$ cat config.mk
export PLATFORM = sky130hd
export DESIGN_NAME = instr_fetch_unit_flat
export DESIGN_NICKNAME = d
export VERILOG_FILES = /design/src/rtl/cpu_pkg.sv /design/src/rtl/instr_fetch_unit_if.sv /design/src/rtl/fetch_timeout_ctr.sv /design/src/rtl/instr_fetch_unit.sv /design/src/flat_wrapper.sv
export SDC_FILE = /design/constraint.sdc
export NUM_CORES = 1
export LEC_CHECK = 0
export CAP_MARGIN = 20
export CORE_MARGIN = 3
export CORE_UTILIZATION = 60
export CTS_CLUSTER_DIAMETER = 50
export CTS_CLUSTER_SIZE = 24
export DETAILED_ROUTE_END_ITERATION = 6
export DONT_BUFFER_PORTS = 1
export GPL_TIMING_DRIVEN = 0
export PLACE_DENSITY = 0.76
export SLEW_MARGIN = 20
export SYNTH_ARGS = -nofsm -noshare
export SYNTH_HDL_FRONTEND = slang
export SYNTH_SLANG_ARGS = --single-unit
$ cat constraint.sdc
create_clock -name clk -period 3.2 [get_ports clk]
set_input_delay 0.32 -clock clk [delete_from_list [all_inputs] [get_ports clk]]
set_output_delay 0.32 -clock clk [all_outputs]
set_load 0.02 [all_outputs]
$ cat src/rtl/cpu_pkg.sv
// Shared CPU definitions: fetch FSM encoding, reset PC and PC stride.
package cpu_pkg;

    typedef enum logic [1:0] {
        FETCH_IDLE    = 2'd0,
        FETCH_REQ     = 2'd1,
        FETCH_DELIVER = 2'd2,
        FETCH_ERR     = 2'd3
    } fetch_state_e;

    localparam logic [31:0] RESET_PC_DEFAULT = 32'h0000_3000;
    localparam int unsigned PC_INCR          = 4;

endpackage

$ cat src/rtl/instr_fetch_unit_if.sv
// Control, instruction-memory and IR-write signals of the fetch unit.
// The master modport is the fetch unit side; slave is its environment.
interface instr_fetch_unit_if #(
    parameter int ADDR_W = 32,
    parameter int DATA_W = 32
);
    logic              fetch_start;
    logic              pc_load;
    logic [ADDR_W-1:0] pc_next;
    logic              imem_req;
    logic [ADDR_W-1:0] imem_addr;
    logic [DATA_W-1:0] imem_rdata;
    logic              imem_ready;
    logic [DATA_W-1:0] ir_data;
    logic              ir_wr;
    logic [ADDR_W-1:0] pc_out;
    logic              busy;
    logic              fetch_done;
    logic              fetch_err;

    modport master (
        input  fetch_start, pc_load, pc_next, imem_rdata, imem_ready,
        output imem_req, imem_addr, ir_data, ir_wr, pc_out, busy,
               fetch_done, fetch_err
    );

    modport slave (
        output fetch_start, pc_load, pc_next, imem_rdata, imem_ready,
        input  imem_req, imem_addr, ir_data, ir_wr, pc_out, busy,
               fetch_done, fetch_err
    );
endinterface

$ cat src/rtl/fetch_timeout_ctr.sv
// Wait counter with synchronous clear/enable; tc flags count == TIMEOUT-1.
// Latency: tc follows the registered count; no backpressure (pure counter).
module fetch_timeout_ctr #(
    parameter int TIMEOUT = 15,
    parameter int CNT_W   = 8
) (
    input  logic             clk,
    input  logic             rst_n,
    input  logic             clr,
    input  logic             en,
    output logic [CNT_W-1:0] cnt,
    output logic             tc
);

    localparam logic [CNT_W-1:0] TC_VAL = CNT_W'(TIMEOUT - 1);

    logic [CNT_W-1:0] cnt_q;
    logic [CNT_W-1:0] cnt_d;

    always_comb begin
        cnt_d = cnt_q;
        if (clr) begin
            cnt_d = '0;
        end else if (en) begin
            cnt_d = cnt_q + 1'b1;
        end
    end

    always_ff @(posedge clk or negedge rst_n) begin
        if (!rst_n) begin
            cnt_q <= '0;
        end else begin
            cnt_q <= cnt_d;
        end
    end

    assign cnt = cnt_q;
    assign tc  = (cnt_q == TC_VAL);

endmodule

$ cat src/rtl/instr_fetch_unit.sv
// Instruction fetch: read one word from imem at PC, strobe it into the IR, advance PC.
// Latency: start->req 1 cycle, ready->ir_wr 1 cycle; waits on imem_ready up to TIMEOUT cycles.
module instr_fetch_unit
    import cpu_pkg::*;
#(
    parameter int                ADDR_W   = 32,
    parameter int                DATA_W   = 32,
    parameter logic [ADDR_W-1:0] RESET_PC = ADDR_W'(RESET_PC_DEFAULT),
    parameter int                TIMEOUT  = 15
) (
    input logic                clk,
    input logic                rst_n,
    instr_fetch_unit_if.master bus
);

    localparam logic [1:0] ST_IDLE    = FETCH_IDLE;
    localparam logic [1:0] ST_REQ     = FETCH_REQ;
    localparam logic [1:0] ST_DELIVER = FETCH_DELIVER;
    localparam logic [1:0] ST_ERR     = FETCH_ERR;
    localparam int         CNT_W      = 8;

    logic [1:0]        state_q, state_d;
    logic [ADDR_W-1:0] pc_q, pc_d;
    logic [DATA_W-1:0] ir_data_q, ir_data_d;
    logic              imem_req_q, imem_req_d;
    logic              ir_wr_q, ir_wr_d;
    logic              fetch_err_q, fetch_err_d;
    logic              busy_q, busy_d;

    logic              ctr_clr;
    logic              ctr_en;
    logic              ctr_tc;
    logic [CNT_W-1:0]  ctr_cnt;

    fetch_timeout_ctr #(
        .TIMEOUT (TIMEOUT),
        .CNT_W   (CNT_W)
    ) u_timeout_ctr (
        .clk   (clk),
        .rst_n (rst_n),
        .clr   (ctr_clr),
        .en    (ctr_en),
        .cnt   (ctr_cnt),
        .tc    (ctr_tc)
    );

    always_comb begin
        state_d   = state_q;
        pc_d      = pc_q;
        ir_data_d = ir_data_q;
        ctr_clr   = 1'b0;
        ctr_en    = 1'b0;
        case (state_q)
            ST_IDLE: begin
                // A PC load in the same cycle as a fetch command takes priority.
                if (bus.pc_load) begin
                    pc_d = bus.pc_next;
                end else if (bus.fetch_start) begin
                    if (pc_q[1:0] == 2'b00) begin
                        state_d = ST_REQ;
                        ctr_clr = 1'b1;
                    end else begin
                        state_d = ST_ERR;
                    end
                end
            end
            ST_REQ: begin
                if (bus.imem_ready) begin
                    ir_data_d = bus.imem_rdata;
                    state_d   = ST_DELIVER;
                end else if (ctr_tc) begin
                    state_d = ST_ERR;
                end else begin
                    ctr_en = 1'b1;
                end
            end
            ST_DELIVER: begin
                pc_d    = pc_q + ADDR_W'(PC_INCR);
                state_d = ST_IDLE;
            end
            ST_ERR: begin
                state_d = ST_IDLE;
            end
            default: begin
                state_d = ST_IDLE;
            end
        endcase

        // Outputs are decoded from the next state so they appear registered.
        imem_req_d  = (state_d == ST_REQ);
        ir_wr_d     = (state_d == ST_DELIVER);
        fetch_err_d = (state_d == ST_ERR);
        busy_d      = (state_d != ST_IDLE);
    end

    always_ff @(posedge clk or negedge rst_n) begin
        if (!rst_n) begin
            state_q     <= ST_IDLE;
            pc_q        <= RESET_PC;
            ir_data_q   <= '0;
            imem_req_q  <= 1'b0;
            ir_wr_q     <= 1'b0;
            fetch_err_q <= 1'b0;
            busy_q      <= 1'b0;
        end else begin
            state_q     <= state_d;
            pc_q        <= pc_d;
            ir_data_q   <= ir_data_d;
            imem_req_q  <= imem_req_d;
            ir_wr_q     <= ir_wr_d;
            fetch_err_q <= fetch_err_d;
            busy_q      <= busy_d;
        end
    end

    assign bus.imem_req   = imem_req_q;
    assign bus.imem_addr  = pc_q;
    assign bus.ir_data    = ir_data_q;
    assign bus.ir_wr      = ir_wr_q;
    assign bus.fetch_done = ir_wr_q;
    assign bus.fetch_err  = fetch_err_q;
    assign bus.busy       = busy_q;
    assign bus.pc_out     = pc_q;

endmodule

$ cat src/flat_wrapper.sv
// flat-port wrapper written by rule: the top's interface ports become plain ports
module instr_fetch_unit_flat import cpu_pkg::*;
#(
    parameter int                ADDR_W   = 32,
    parameter int                DATA_W   = 32,
    parameter logic [ADDR_W-1:0] RESET_PC = ADDR_W'(RESET_PC_DEFAULT),
    parameter int                TIMEOUT  = 15
)
  (clk, rst_n, bus_fetch_start, bus_pc_load, bus_pc_next, bus_imem_rdata, bus_imem_ready, bus_imem_req, bus_imem_addr, bus_ir_data, bus_ir_wr, bus_pc_out, bus_busy, bus_fetch_done, bus_fetch_err);
  instr_fetch_unit_if #(.ADDR_W(ADDR_W), .DATA_W(DATA_W)) bus_i ();
  input logic clk;
  input logic rst_n;
  input wire logic [$bits(bus_i.fetch_start)-1:0] bus_fetch_start;
  input wire logic [$bits(bus_i.pc_load)-1:0] bus_pc_load;
  input wire logic [$bits(bus_i.pc_next)-1:0] bus_pc_next;
  input wire logic [$bits(bus_i.imem_rdata)-1:0] bus_imem_rdata;
  input wire logic [$bits(bus_i.imem_ready)-1:0] bus_imem_ready;
  output wire logic [$bits(bus_i.imem_req)-1:0] bus_imem_req;
  output wire logic [$bits(bus_i.imem_addr)-1:0] bus_imem_addr;
  output wire logic [$bits(bus_i.ir_data)-1:0] bus_ir_data;
  output wire logic [$bits(bus_i.ir_wr)-1:0] bus_ir_wr;
  output wire logic [$bits(bus_i.pc_out)-1:0] bus_pc_out;
  output wire logic [$bits(bus_i.busy)-1:0] bus_busy;
  output wire logic [$bits(bus_i.fetch_done)-1:0] bus_fetch_done;
  output wire logic [$bits(bus_i.fetch_err)-1:0] bus_fetch_err;
  assign bus_i.fetch_start = bus_fetch_start;
  assign bus_i.pc_load = bus_pc_load;
  assign bus_i.pc_next = bus_pc_next;
  assign bus_i.imem_rdata = bus_imem_rdata;
  assign bus_i.imem_ready = bus_imem_ready;
  assign bus_imem_req = bus_i.imem_req;
  assign bus_imem_addr = bus_i.imem_addr;
  assign bus_ir_data = bus_i.ir_data;
  assign bus_ir_wr = bus_i.ir_wr;
  assign bus_pc_out = bus_i.pc_out;
  assign bus_busy = bus_i.busy;
  assign bus_fetch_done = bus_i.fetch_done;
  assign bus_fetch_err = bus_i.fetch_err;
  instr_fetch_unit #(.ADDR_W(ADDR_W), .DATA_W(DATA_W), .RESET_PC(RESET_PC), .TIMEOUT(TIMEOUT)) u_core (.clk(clk), .rst_n(rst_n), .bus(bus_i));
endmodule
# After elaboration in Yosys (flattened, before gate mapping)
# Cells that the tools add are included.
totals:
  elab_cells: 43
  ff_bits: 78
  mem_bits_rw: 0
  mem_bits_ro: 0
  latch_bits: 0
  output_inout_bits: 101
  n_memories: 0
  input_bits: 69
op_classes:
  mux: 17
  magnitude_cmp: 0
  mul: 0
  reduce_logical: 8
  eq_ne: 8
  shifts: 0
  n_div: 0
  add_sub_neg: 2
  bitwise: 0
ops:
  columns: ["cell", "count"]
  rows:
  - ["$pmux W32 S2", 1]
  - ["$add A32 B3 Y32 const B", 1]
  - ["$mux W32", 1]
  - ["$mux W8", 2]
  - ["$mux W2", 5]
  - ["$add A8 B1 Y8 const B", 1]
  - ["$eq A2 B2 Y1 const B", 4]
  - ["$eq A8 B4 Y1 const B", 1]
  - ["$mux W1", 7]
  - ["$pmux W2 S3", 1]
  - ["$reduce_bool A2 Y1", 3]
  - ["$eq A2 B1 Y1 const B", 2]
  - ["$logic_not A2 Y1", 2]
  - ["$reduce_and A2 Y1", 2]
  - ["$ne A2 B2 Y1 const B", 1]
  - ["$reduce_or A2 Y1", 1]

# Logic depth before layout (Yosys ltp)
logic_depth:
  depth_word: 6
  depth_mapped: 7
  depth_no_buf: 6

# Hierarchy
# Synthesis repeated with hierarchy kept, for this count alone.
hier_totals:
  cells_unflattened: 470
  area_unflattened_um2: 4124.0
by_module_without_submodules:
  columns: ["module", "area_per_inst_um2", "cells_per_inst", "n_inst"]
  rows:
  - ["instr_fetch_unit", 3697.3, 428, 1]
  - ["fetch_timeout_ctr", 426.7, 42, 1]

# Worst setup path after synthesis
# Ideal clock, no wire load.
synth_path:
  path_type: "reg-to-reg"
  from: "reg u_core.pc_q[4], in the netlist u_core.bus.imem_addr[4]"
  to: "reg u_core.pc_q[17], in the netlist u_core.bus.imem_addr[17]"
  slack_ns: 1.122
  path_buffers: 2
  setup_time_ns: 0.142
  t_arrival_ns: 1.936
  synth_period_minus_slack_ns: 2.078
  stages_incl_launch_ff: 8
  path_cell_list: "dfrtp_1 and3_1 buf_6 or3b_1 buf_2 or3_4 o211ai_2 o311ai_2"
synth_between:
  elab_chain_len: 2
synth_lines:
  columns: ["item", "line", "text"]
  rows:
  - ["start: declaration", "instr_fetch_unit.sv:23", "logic [ADDR_W-1:0] pc_q, pc_d;"]
  - ["start signal: assignment", "instr_fetch_unit.sv:107", "pc_q <= pc_d;"]
  - ["$add A32 B3 Y32", "instr_fetch_unit.sv:78", "pc_d = pc_q + ADDR_W'(PC_INCR);"]
  - ["$pmux W32 S2", "instr_fetch_unit.sv:53", "case (state_q)"]
# No other way between the ends.
# A chain may end at the register's enable or synchronous reset.

# Worst setup path after layout
layout_path:
  from: "reg u_core.pc_q[5], in the netlist u_core.bus.imem_addr[5]"
  to: "reg u_core.pc_q[17], in the netlist u_core.bus.imem_addr[17]"
# Same word-level chain as after synthesis.

==> results_dict.tcl <==
set metrics [dict create \
    gr-total-overflow 0 \
    syn_inst 368 \
    portBuffers 0 \
    grt_max_degree 79 \
    rr_endpoint "u_core.bus.imem_addr[17]" \
    period_minus_slack_ns 2.305 \
    critPathLaunch "u_core.bus.imem_addr[5]" \
    yosys_warnings 0 \
    initial_utilization_pct 64.00 \
    outcome "completed" \
    synth-main-ff-cell "dfrtp_1" \
    path_class "register to register" \
    fin_skew_ns 0.01571 \
    h-tree-depth 3 \
    ant_nets 0 \
    dpl-instance-area_um2 3995 \
    numCtsBuffers 9 \
    synth-edff-count 0 \
    crit_chain "nand4_1 -> or3b_1 -> buf_2 -> or3_4 -> o211ai_2 -> o311ai_2" \
    die_h_um 86.64 \
    firstDrtPassIters 4 \
    crit_end "u_core.bus.imem_addr[17]" \
    wl_per_cell_um 20.90 \
    leakagePower_nw 1.823 \
    clock-root-buffer "clkbuf_8" \
    syn-cell-area_um2 3901 \
    hp-class "input port to register" \
    start_kind "register" \
    r2r_slack_ns 0.89 \
    rr_worst_depth 6 \
    clk_latency_ns 0.36 \
    postRouteWirelength_mm 9.636 \
    clkSinkCount 78 \
    syn_area_per_cell_um2 10.60 \
    setup_viol 0 \
    grt_pass1_wl_mm 15.06 \
    synth_seq_cells 78 \
    max-cap-violations 0 \
    syn-num-nets 440 \
    vdd_drop_max_mv 0.6858 \
    finalCritPeriodShare_pct 72.04 \
    slew_headroom_pct 34.17 \
    nets 453 \
    clkTransAtPathRegs_ns 0.09 \
    num_rows 28 \
    synth.distinct_cells 57 \
    area_growth_pct 8.788 \
    vias_per_cell 6.443 \
    drc_errors 0 \
    dp_hpwl_mm 7.046 \
    num_io_pins 170 \
    antenna_found_initial 0 \
    seq_area_frac_synth_pct 50.10 \
    critPathArrivalTime_ns 2.53 \
    powerDensity_nw_per_um2 1019 \
    grt.total_usage_pct 25.96 \
    postSynth.asyncResetShare_pct 100.0 \
    max_slew.worst_pin.slew_ns 0.9738 \
    gp_congestion 0.8306 \
    cts_tree "yes" \
    hold_viol 0 \
    setup-tns-final_ns 0 \
    cp-end-kind "register" \
    drive_above_1_share_pct 25.39 \
    die-area_um2 7506 \
    finalMaxSlewViolations 0 \
    design.core.area_um2 6096 \
    diodes 0 \
    num_vias 2970 \
    worstPathRequired_ns 3.43 \
    slowest_stage "dfrtp_1" \
    die_w_um 86.64 \
    fmaxAchievable_mhz 433.8 \
    critPathMaxStageDelay_ns 0.61 \
    ctsLongestPathBuffers 2 \
    drt_iter0_markers 127 \
    fin_area_um2 4244 \
    rsz0062_at_grt "false" \
    crit-reg2reg-launch "u_core.bus.imem_addr[5]" \
    critPathMaxFanout 8 \
    grt_pass1_vias 2893 \
]
## layout make-up
type / instances / area (um2)
plain buffers: 48 / 320.3
clock buffers: 9 / 123.9
clock inverters: 7 / 87.58
fillers: 485 / 1852
inverters: 5 / 18.77
multi-input cells: 237 / 1608
flip-flops and latches: 78 / 1954
well taps: 75 / 93.84
repair buffers: 2 / 37.54
## cell usage after synthesis (all sizes together), types with 6 or more instances
cell type | instances | area (um2)
a21oi | 8 | 40.04
a311oi | 6 | 52.55
buf | 39 | 286.5
clkbuf | 9 | 33.78
dfrtp | 76 | 1902
mux2 | 33 | 371.6
nand2 | 34 | 127.6
nand3 | 20 | 100.1
nand4 | 10 | 62.56
nor2 | 32 | 122.6
o211ai | 9 | 72.57
o21ai | 7 | 35.03
o22ai | 6 | 37.54
xor2 | 8 | 70.07
## state kept, by name (all words and copies together) (netlist names)
signal	flops
u_core.bus.ir_data	32
u_core.bus.fetch_err	1
u_core.u_timeout_ctr.cnt	8
u_core.bus.imem_req	1
u_core.bus.busy	1
u_core.bus.imem_addr	32
u_core.bus.fetch_done	1
u_core.state_q	2
## cells in the final DEF (no fill, tap or decap), drive strengths merged, types with 2 or more instances in the layout
cell / count
nand2b: 3
o211a: 2
and3: 5
a211oi: 4
mux2: 33
inv: 10
or3: 2
dfstp: 2
nor3: 5
a21oi: 8
o211ai: 9
a311oi: 6
o22ai: 6
and2: 5
ha: 3
or2: 3
xor2: 8
nor4: 3
nand4: 10
buf: 40
o21ai: 7
a221o: 2
dfrtp: 76
nand3: 20
clkbuf: 18
o311ai: 4
a31oi: 4
nand2: 34
nor2: 32
a41o: 2
nor2b: 2
## where the power goes
group          internal [W]  leakage [nW]  switching, W
combinational      0.000577         0.779      0.000658
clock              0.000381         0.109      0.000413
sequential          0.00137         0.935      0.000925
## worst max-delay path, delay by kind of cell, from the launching register on
kind | cells | cell delay, ns
AND/OR/NAND/NOR | 3 | 1.11
flip-flops | 1 | 0.61
AO/OA/AOI/OAI | 2 | 0.31
buffers and inverters | 1 | 0.16
## what timing repair did
action	in CTS	in global routing
hold buffers	2	0
setup buffers	0	0
endpoints found under the hold margin	78	0
resized for setup	0	0
## kinds of logic after synthesis
family / share of synthesized area (%)
xor+xnor: 1.796
mux: 9.782
compound gates: 11.71
fa+ha+maj: 0.9623
buf+inv: 8.691
simple gates: 16.97
flops: 50.10
## worst min path at each step
stage | depth (start not counted) | from | to | slack (ns)
after global routing | 2 | bus_pc_next[4] | u_core.bus.imem_addr[4] | 0.07
after CTS | 2 | bus_pc_next[0] | u_core.bus.imem_addr[0] | 0.07
after detailed placement | 0 | rst_n | u_core.bus.imem_addr[1] | 0.03
after global placement | 0 | rst_n | u_core.u_timeout_ctr.cnt[6] | 0.03
final | 2 | bus_pc_next[0] | u_core.bus.imem_addr[0] | 0.08
after floorplan | 0 | rst_n | u_core.bus.busy | 0.02
## routing by layer
layer	up-vias	GRT usage [%]	share of wire, %
li1	1334	-	-
met1	1458	32.17	38
met2	166	43.39	49
met3	12	7.414	11
met4	0	9.207	1.7
met5	-	0	0
## metrics by stage
stage / cells / total power, W / util [%] / hold slack (ns) / worst slack, ns
2_1_floorplan: 368 / 0.003226 / - / 0.02441 / 1.122
3_3_place_gp: 443 / 0.003477 / 65.54 / 0.02640 / 0.9507
3_5_place_dp: 443 / 0.003537 / 65.54 / 0.02663 / 0.8992
4_1_cts: 461 / 0.004351 / 69.62 / 0.06502 / 0.8907
5_1_grt: 461 / 0.004573 / 69.62 / 0.07381 / 0.5879
6_report: 461 / 0.004326 / 69.62 / 0.07809 / 0.8947
Note: power is estimated with default switching activity, not from simulation.
